$ cat config.mk
export PLATFORM = sky130hd
export DESIGN_NAME = store_tx_buffer_flat
export DESIGN_NICKNAME = d
export VERILOG_FILES = /design/src/rtl/store_tx_buffer_if.sv /design/src/rtl/store_tx_buffer.sv /design/src/flat_wrapper.sv
export SDC_FILE = /design/constraint.sdc
export NUM_CORES = 1
export LEC_CHECK = 0
export BUFFER_PORTS_ARGS = -buffer_cell sky130_fd_sc_hd__buf_2
export CORE_MARGIN = 4
export CORE_UTILIZATION = 45
export CTS_BUF_LIST = sky130_fd_sc_hd__clkbuf_16
export CTS_CLUSTER_SIZE = 10
export DETAILED_ROUTE_END_ITERATION = 12
export PLACE_DENSITY_LB_ADDON = 0.1
export SYNTH_ARGS = -nofsm -noshare
export SYNTH_HDL_FRONTEND = slang
export SYNTH_SLANG_ARGS = --single-unit
$ cat constraint.sdc
create_clock -name clk -period 3.9 [get_ports clk]
set_input_delay 0.195 -clock clk [delete_from_list [all_inputs] [get_ports clk]]
set_output_delay 0.195 -clock clk [all_outputs]
set_load 0.02 [all_outputs]
$ cat src/rtl/store_tx_buffer_if.sv
`default_nettype none
// ============================================================================
// Module   : store_tx_buffer_if
// Brief    : Store-side bus between the memory stage and store_tx_buffer,
//            carrying the store strobe/address/data and the FIFO status.
// Revision : 1.0 - initial release
// ============================================================================
interface store_tx_buffer_if #(
    parameter int DEPTH_LOG2 = 4
) ();
    logic                  wr_en;
    logic [31:0]           wr_addr;
    logic [31:0]           wr_data;
    logic                  full;
    logic                  empty;
    logic [DEPTH_LOG2:0]   level;
    logic [7:0]            drop_cnt;

    modport master (
        output wr_en, wr_addr, wr_data,
        input  full, empty, level, drop_cnt
    );

    modport slave (
        input  wr_en, wr_addr, wr_data,
        output full, empty, level, drop_cnt
    );
endinterface
`default_nettype wire

$ cat src/rtl/store_tx_buffer.sv
`default_nettype none
// ============================================================================
// Module   : store_tx_buffer
// Brief    : Captures byte stores to one MMIO address into a byte FIFO and
//            serializes them on txd as 8N1 frames. Defining the macro
//            STORE_TX_PARITY_EN adds an even-parity bit (8E1 frames).
// Revision : 1.0 - initial release
// ============================================================================
module store_tx_buffer #(
    parameter int          CLKS_PER_BIT = 868,
    parameter int          DEPTH_LOG2   = 4,
    parameter logic [31:0] MMIO_ADDR    = 32'h0000_1000
) (
    input  logic             clk,
    input  logic             reset,
    store_tx_buffer_if.slave bus,
    output logic             txd,
    output logic             tx_busy
);
    localparam int                    c_DEPTH    = 1 << DEPTH_LOG2;
    localparam int                    c_CNT_W    = $clog2(CLKS_PER_BIT);
    localparam logic [c_CNT_W-1:0]    c_RELOAD   = c_CNT_W'(CLKS_PER_BIT - 1);
    localparam logic [c_CNT_W-1:0]    c_CNT_ONE  = c_CNT_W'(1);
    localparam logic [DEPTH_LOG2:0]   c_LVL_FULL = (DEPTH_LOG2 + 1)'(c_DEPTH);
    localparam logic [DEPTH_LOG2:0]   c_LVL_ONE  = (DEPTH_LOG2 + 1)'(1);
    localparam logic [DEPTH_LOG2-1:0] c_PTR_ONE  = DEPTH_LOG2'(1);

    typedef enum logic [2:0] {
        S_IDLE   = 3'd0,
        S_START  = 3'd1,
        S_DATA   = 3'd2,
`ifdef STORE_TX_PARITY_EN
        S_PARITY = 3'd3,
`endif
        S_STOP   = 3'd4
    } state_t;

    logic [7:0]            r_mem [c_DEPTH];
    logic [DEPTH_LOG2-1:0] r_wr_ptr;
    logic [DEPTH_LOG2-1:0] r_rd_ptr;
    logic [DEPTH_LOG2:0]   r_level;
    logic [7:0]            r_drop_cnt;

    state_t                r_state;
    logic [c_CNT_W-1:0]    r_cnt;
    logic [2:0]            r_bit_idx;
    logic [7:0]            r_shift;
    logic                  r_txd;
    logic                  r_busy;
`ifdef STORE_TX_PARITY_EN
    logic                  r_parity;
`endif

    logic       w_full;
    logic       w_empty;
    logic       w_hit;
    logic       w_push;
    logic       w_drop;
    logic       w_pop;
    logic       w_bit_done;
    logic [7:0] w_head;
    logic       w_unused_data;

    // Status comes from the registered level only: no write-through bypass.
    assign w_full        = (r_level == c_LVL_FULL);
    assign w_empty       = (r_level == '0);
    assign w_hit         = bus.wr_en && (bus.wr_addr == MMIO_ADDR);
    assign w_push        = w_hit && !w_full;
    assign w_drop        = w_hit && w_full;
    assign w_bit_done    = (r_cnt == '0);
    assign w_head        = r_mem[r_rd_ptr];
    assign w_pop         = !w_empty &&
                           ((r_state == S_IDLE) || ((r_state == S_STOP) && w_bit_done));
    assign w_unused_data = ^bus.wr_data[31:8];

    always_ff @(posedge clk) begin
        if (w_push) begin
            r_mem[r_wr_ptr] <= bus.wr_data[7:0];
        end
    end

    always_ff @(posedge clk or negedge reset) begin
        if (!reset) begin
            r_wr_ptr   <= '0;
            r_rd_ptr   <= '0;
            r_level    <= '0;
            r_drop_cnt <= '0;
        end else begin
            if (w_push) begin
                r_wr_ptr <= r_wr_ptr + c_PTR_ONE;
            end
            if (w_pop) begin
                r_rd_ptr <= r_rd_ptr + c_PTR_ONE;
            end
            case ({w_push, w_pop})
                2'b10:   r_level <= r_level + c_LVL_ONE;
                2'b01:   r_level <= r_level - c_LVL_ONE;
                default: r_level <= r_level;
            endcase
            if (w_drop && (r_drop_cnt != 8'hFF)) begin
                r_drop_cnt <= r_drop_cnt + 8'd1;
            end
        end
    end

    // A pop always coincides with loading the next frame, from IDLE or
    // straight out of STOP for gap-free back-to-back frames.
    always_ff @(posedge clk or negedge reset) begin
        if (!reset) begin
            r_state   <= S_IDLE;
            r_cnt     <= '0;
            r_bit_idx <= '0;
            r_shift   <= '0;
            r_txd     <= 1'b1;
            r_busy    <= 1'b0;
`ifdef STORE_TX_PARITY_EN
            r_parity  <= 1'b0;
`endif
        end else if (w_pop) begin
            r_state  <= S_START;
            r_shift  <= w_head;
            r_cnt    <= c_RELOAD;
            r_txd    <= 1'b0;
            r_busy   <= 1'b1;
`ifdef STORE_TX_PARITY_EN
            r_parity <= ^w_head;
`endif
        end else begin
            case (r_state)
                S_IDLE: begin
                    r_txd  <= 1'b1;
                    r_busy <= 1'b0;
                end
                S_START: begin
                    if (w_bit_done) begin
                        r_cnt     <= c_RELOAD;
                        r_bit_idx <= '0;
                        r_txd     <= r_shift[0];
                        r_state   <= S_DATA;
                    end else begin
                        r_cnt <= r_cnt - c_CNT_ONE;
                    end
                end
                S_DATA: begin
                    if (w_bit_done) begin
                        r_cnt <= c_RELOAD;
                        if (r_bit_idx == 3'd7) begin
`ifdef STORE_TX_PARITY_EN
                            r_txd   <= r_parity;
                            r_state <= S_PARITY;
`else
                            r_txd   <= 1'b1;
                            r_state <= S_STOP;
`endif
                        end else begin
                            r_bit_idx <= r_bit_idx + 3'd1;
                            r_shift   <= {1'b0, r_shift[7:1]};
                            r_txd     <= r_shift[1];
                        end
                    end else begin
                        r_cnt <= r_cnt - c_CNT_ONE;
                    end
                end
`ifdef STORE_TX_PARITY_EN
                S_PARITY: begin
                    if (w_bit_done) begin
                        r_cnt   <= c_RELOAD;
                        r_txd   <= 1'b1;
                        r_state <= S_STOP;
                    end else begin
                        r_cnt <= r_cnt - c_CNT_ONE;
                    end
                end
`endif
                S_STOP: begin
                    if (w_bit_done) begin
                        r_state <= S_IDLE;
                        r_txd   <= 1'b1;
                        r_busy  <= 1'b0;
                    end else begin
                        r_cnt <= r_cnt - c_CNT_ONE;
                    end
                end
                default: begin
                    r_state <= S_IDLE;
                    r_txd   <= 1'b1;
                    r_busy  <= 1'b0;
                end
            endcase
        end
    end

    assign bus.full     = w_full;
    assign bus.empty    = w_empty;
    assign bus.level    = r_level;
    assign bus.drop_cnt = r_drop_cnt;
    assign txd          = r_txd;
    assign tx_busy      = r_busy;

endmodule
`default_nettype wire
$ cat src/flat_wrapper.sv
// flat-port wrapper written by rule: the top's interface ports become plain ports
module store_tx_buffer_flat 
#(
    parameter int          CLKS_PER_BIT = 868,
    parameter int          DEPTH_LOG2   = 4,
    parameter logic [31:0] MMIO_ADDR    = 32'h0000_1000
)
  (clk, reset, txd, tx_busy, bus_wr_en, bus_wr_addr, bus_wr_data, bus_full, bus_empty, bus_level, bus_drop_cnt);
  store_tx_buffer_if #(.DEPTH_LOG2(DEPTH_LOG2)) bus_i ();
  input  logic clk;
  input  logic reset;
  output logic txd;
  output logic tx_busy;
  input wire logic [$bits(bus_i.wr_en)-1:0] bus_wr_en;
  input wire logic [$bits(bus_i.wr_addr)-1:0] bus_wr_addr;
  input wire logic [$bits(bus_i.wr_data)-1:0] bus_wr_data;
  output wire logic [$bits(bus_i.full)-1:0] bus_full;
  output wire logic [$bits(bus_i.empty)-1:0] bus_empty;
  output wire logic [$bits(bus_i.level)-1:0] bus_level;
  output wire logic [$bits(bus_i.drop_cnt)-1:0] bus_drop_cnt;
  assign bus_i.wr_en = bus_wr_en;
  assign bus_i.wr_addr = bus_wr_addr;
  assign bus_i.wr_data = bus_wr_data;
  assign bus_full = bus_i.full;
  assign bus_empty = bus_i.empty;
  assign bus_level = bus_i.level;
  assign bus_drop_cnt = bus_i.drop_cnt;
  store_tx_buffer #(.CLKS_PER_BIT(CLKS_PER_BIT), .DEPTH_LOG2(DEPTH_LOG2), .MMIO_ADDR(MMIO_ADDR)) u_core (.clk(clk), .reset(reset), .bus(bus_i), .txd(txd), .tx_busy(tx_busy));
endmodule
==> Word-level counts from Yosys, hierarchy flattened <==
Memory sizes are Yosys's and may differ from the RTL's.
Cells that the tools add are included.
{ "op_classes": {"addsub": 7, "n_eq_ne": 20, "muxes": 29, "bitwise": 1, "reduce_logical": 24} }
{ "op_table": {"columns": ["cell", "n"], "rows": [
  ["$eq 32x13->1 const B", 1],
  ["$mux 8", 4],
  ["$mux 10", 3],
  ["$mux 3", 7],
  ["$pmux 10 s2", 1],
  ["$ne 3x1->1 const B", 4],
  ["$pmux 3 s4", 1],
  ["$logic_not 10->1", 1],
  ["$ne 2x1->1 const B", 5],
  ["$pmux 5 s2", 1],
  ["$reduce_and 5->1", 2],
  ["$sub 10x1->10 const B", 1],
  ["$mux 1", 9],
  ["$add 4x1->4 const B", 2],
  ["$add 8x1->8 const B", 1],
  ["$ne 8x8->1 const B", 1],
  ["$reduce_bool 2->1", 4],
  ["$eq 3x3->1 const B", 2],
  ["$logic_and 1x1->1", 6],
  ["$pmux 3 s2", 1],
  ["$reduce_and 3->1", 2],
  ["$add 5x1->5 const B", 1],
  ["$eq 5x5->1 const B", 1],
  ["$logic_not 5->1", 1],
  ["17 further kinds", 19]
]} }
{ "word_totals": {"regBits": 47, "ram_bits": 128, "input_bits": 67, "output_inout_bits": 17, "word_cells": 92, "n_memories": 1} }
{ "mem_list": {"columns": ["memory", "words", "width", "rd", "rd_ports_with_merged_regs", "wr", "line", "source"], "rows": [
  ["u_core.r_mem", 16, 8, 1, 0, 1, "store_tx_buffer.sv:38", "logic [7:0] r_mem [c_DEPTH];"]
]} }

==> Logic depth before layout (Yosys ltp) <==
{ "depth": {"word_depth": 6, "depth_mapped": 15, "depth_no_buf": 13} }

==> Worst setup path after synthesis <==
No wires, ideal clock.
{ "synth_path": {"path_kind": "reg2reg", "start": "register u_core.r_level[2] (netlist: u_core.bus.level[2])", "end": "register u_core.r_level[4] (netlist: u_core.bus.level[4])", "setup_time_ps": 123, "arrival_ps": 2885, "t_required_ps": 3777, "path_slack_ps": 892, "stages_incl_launch_ff": 15, "path_buffers": 2, "period_less_slack_ps": 3008, "path_cell_list": "dfrtp_1 -> buf_2 -> nor4_2 -> and2_1 -> nor4_4 -> inv_2 -> ha_1 -> clkbuf_1 -> xor2_1 -> ha_1 -> nor2b_1 -> o21ai_0 -> a31oi_1 -> nor2_1 -> xnor2_1"} }
{ "synth_via": {"elab_chain_len": 5, "elab_cells_between_ends": 12, "cone_classes": "2 x add/sub; 3 x eq/ne; 1 x mux; 6 x reduce/logical"} }
{ "synth_rtl": {"columns": ["element", "line", "source"], "rows": [
  ["start: declaration", "store_tx_buffer.sv:41", "logic [DEPTH_LOG2:0] r_level;"],
  ["start signal: assignment", "store_tx_buffer.sv:96", "2'b10: r_level <= r_level + c_LVL_ONE;"],
  ["start signal: assignment", "store_tx_buffer.sv:97", "2'b01: r_level <= r_level - c_LVL_ONE;"],
  ["start signal: assignment", "store_tx_buffer.sv:98", "default: r_level <= r_level;"],
  ["$eq 5x5->1 *", "store_tx_buffer.sv:65", "assign w_full = (r_level == c_LVL_FULL);"],
  ["named net bus_full", "flat_wrapper.sv:17", "output wire logic [$bits(bus_i.full)-1:0] bus_full;"],
  ["$logic_not 1->1 *", "store_tx_buffer.sv:68", "assign w_push = w_hit && !w_full;"],
  ["$logic_and 1x1->1 *", "store_tx_buffer.sv:68", null],
  ["$eq 2x1->1 / $eq 2x2->1 (equally long branches)", "store_tx_buffer.sv:95", "case ({w_push, w_pop})"],
  ["$pmux 5 s2 / $reduce_bool 2->1 (equally long branches)", null, null]
]} }
The timed path passes the listed nets; every way through them passes the cells marked *.
A chain may end at the register's enable or synchronous reset.

==> Worst setup path in the final report <==
{ "layout_path": {"start": "register u_core.r_level[2] (netlist: u_core.bus.level[2])", "end": "register u_core.r_level[4] (netlist: u_core.bus.level[4])"} }
{ "layout_via": {"elab_chain_len": 5, "elab_cells_between_ends": 12, "cone_classes": "2 x add/sub; 3 x eq/ne; 1 x mux; 6 x reduce/logical"} }
{ "layout_rtl": {"columns": ["element", "line"], "rows": [
  ["$eq 5x5->1 / $logic_not 5->1 (equally long branches)", "store_tx_buffer.sv:65, store_tx_buffer.sv:66"],
  ["$logic_not 1->1, on equally long branches", "store_tx_buffer.sv:68, store_tx_buffer.sv:72"],
  ["$logic_and 1x1->1, on equally long branches", "store_tx_buffer.sv:68, store_tx_buffer.sv:72"],
  ["$eq 2x1->1 / $eq 2x2->1 (equally long branches)", "store_tx_buffer.sv:95"],
  ["$pmux 5 s2 / $reduce_bool 2->1 (equally long branches)", null]
]} }
Parallel ways exist; a longest one is shown, timed or not.

==> results.toml <==
[worst_hold_path]
hp-class = "input pin to register"
min_to = "u_core.r_mem[7][4]"
hold_path_depth = 1
min_from = "bus_wr_data[4]"

[power]
p_leak_uw = 0.00339
power_uw = 3800
powerDensity_nw_per_um2 = 425
ir_worst_vdd_mv = 0.291

[routing]
vias = 4517
wl_um = 15600
drc_errors = 0
antenna_left = 0
firstDrtPassIters = 4
drt_iter0_drc = 229
wl_per_cell_um = 19.1
viasPerCell = 5.53

[timing]
fin_tns_setup_ps = 0
maxSlewHeadroom_pct = 27.9
min_period_over_period_pct = 79.5
finClkSkew_ps = 12.9
worst_pin_slew_ps = 1080
max_freq_ghz = 0.323
drv_slew = 0
hold_viol_final = 0
setup_viol = 0
period_minus_slack_ps = 3100
rsz0062_at_grt = "no"

[grt]
overflow = 0
grt.total_usage_pct = 16.6
grt_pass1_vias = 4663
antenna_found_initial = 0
grt_pass1_wl_um = 25300
grt_max_degree = 48

[synthesis]
synth_edf_count = 128
synth_compound_area_share_pct = 6.82
synthXorXnorAreaFrac_pct = 2.36
synth_seq_area_share_pct = 64.5
synth_top_family_by_area = "multiplexers"
synthFlopType = "edfxtp_1"
muxShareOfSynthArea_pct = 11.4
synth_area_leaders = "edfxtp_1 (49%), dfrtp_1 (15%), mux4_2 (5.5%), mux2i_1 (3.6%), ha_1 (2.3%)"
synthAdderAreaFrac_pct = 2.25
avgSynthCellArea_um2 = 15.0
synth_nets = 600
synth_area_leader_cell = "edfxtp_1"
ys_warn_count = 0
synthTopCellsByCount = "edfxtp_1 (128), dfrtp_1 (46), mux2i_1 (28)"
yosysMostFrequentCell = "edfxtp_1"
ys_ff_latch = 175
synth_top_cell_area_share_pct = 49.4
yosys.area_share.simple_pct = 10.4
ys_async_sr_fraction_pct = 26.9
syn_inst = 519
synth_cell_types = 63
syn_area_um2 = 7780

[floorplan]
die_height_um = 139
ios = 84
rows = 47
start_util_pct = 46.4
core_area_um2 = 16800
die-width_um = 139
die_area_um2 = 19500

[run]
maxCapViolations = 0

[clock_network]
cts.path.max_buffers = 2
cts_made_buffers = 17
post-cts-setup-buffers = 0
insertion_delay_ps = 430
clk_pin_slew_ps = 70
tritoncts = "yes"
cts-root-buf = "clkbuf_16"
clkSinkCount = 175
h-tree-depth = 4

[finish]
antenna_cells = 0
fin_nets = 665
regArea_um2 = 5020
drive_gt1_share_pct = 25.6
area_growth_pct = 14.8
multiInputGateArea_um2 = 2590
fin_area_um2 = 8930
nFillCells = 1376

[setup_path]
path_max_fanout = 9
cp-end-kind = "register"
critPathRequiredTime_ps = 4250
critPathKind = "register to register"
cp.arrival_ps = 3450
worst_setup_path_start_kind = "register"
worstReg2RegStart = "u_core.bus.level[2]"
rr_endpoint = "u_core.bus.level[4]"
worstRegToRegCells = 12
rrSetupSlack_ps = 800

[status]
status = "finished, final reports clean"

[placement]
place.gp.congestion = 0.806
placed_area_um2 = 8300
io_buffers = 59
hpwl_um = 10900
metrics by stage:
step                      util [%]  instances  setup slack (ps)  hold slack (ps)
after CTS                     53.3        817               761              125
after global routing          53.3        817               485              139
after global placement        49.5        784               822              453
after detailed placement      49.5        784               720              455
final                         53.3        817               801              142
after floorplan                  -        519               892             -101
report_power, final:
part           switching (uW)  internal, uW
clock network             771           978
registers          0.00000260          2000
logic                    33.6          16.8
cell usage in the layout (no fill, tap or decap), types with 9 or more instances in the layout:
cell type	instances
edfxtp_1	128
buf_2	59
dfrtp_1	45
mux2i_1	28
nor2_1	26
nand2_1	24
mux4_2	19
clkbuf_16	17
ha_1	14
inv_1	13
xnor2_1	13
mux2_2	12
a21oi_1	12
and2_1	11
o21ai_0	11
nor4_1	9
nand3_1	9
nand2b_1	9
buf_4	9
layout make-up:
class	instances	share of cell area, %
clock buffer	17	4.76
clock inverter	15	2.23
inverter	14	0.588
multi-input combinational	307	28.9
sequential	175	56.2
tap	220	3.08
timing repair buffer	69	4.17
sequential cells by signal, indices dropped and copies added (netlist names):
name	count
u_core.r_mem	128
u_core.r_bit_idx	3
u_core.bus.level	5
u_core.tx_busy	1
u_core.r_wr_ptr	4
u_core.bus.drop_cnt	8
u_core.r_rd_ptr	4
u_core.r_shift	8
u_core.txd	1
u_core.r_state	3
u_core.r_cnt	10
what timing repair did:
item,in CTS,in global routing
gates resized for setup,0,0
hold buffers,1,0
hold endpoints to repair,10,0
kinds of logic after synthesis:
family / Yosys count
AO/OA/AOI/OAI: 74
flip-flops: 175
AND/OR/NAND/NOR: 136
adder cells (fa/ha/maj): 14
buffers and inverters: 37
multiplexers: 62
XOR/XNOR: 21
how the worst max path moves through the flow:
stage	slack (ps)	endpoint	startpoint
floorplan	890	u_core.bus.level[4]	u_core.bus.level[2]
global placement	820	u_core.bus.level[4]	bus_wr_addr[15]
detailed placement	720	u_core.bus.level[4]	bus_wr_addr[29]
CTS	760	u_core.bus.level[4]	u_core.bus.level[2]
global route	490	u_core.bus.level[4]	u_core.bus.level[2]
finish	800	u_core.bus.level[4]	u_core.bus.level[2]
worst max-delay path, cell delays in order (launching register included):
cell     delay (ps)
dfrtp_1         520
nor4_2          150
and2_1          220
nor4_4          530
inv_2           190
ha_1            350
xor2_1          190
ha_1            220
nor2b_1         130
o21ai_0         160
a31oi_1          90
nor2_1          130
xnor2_1         130
per-layer routing:
layer  up-vias  GRT usage, %  routed length (um)
met2        74          27.8                8040
met1      2286          21.6                6780
met4         0          5.30                 184
met3        11          3.88                 568
met5         -             0                   0
li1       2146             -                   -
Note: power is estimated with default switching activity, not from simulation.
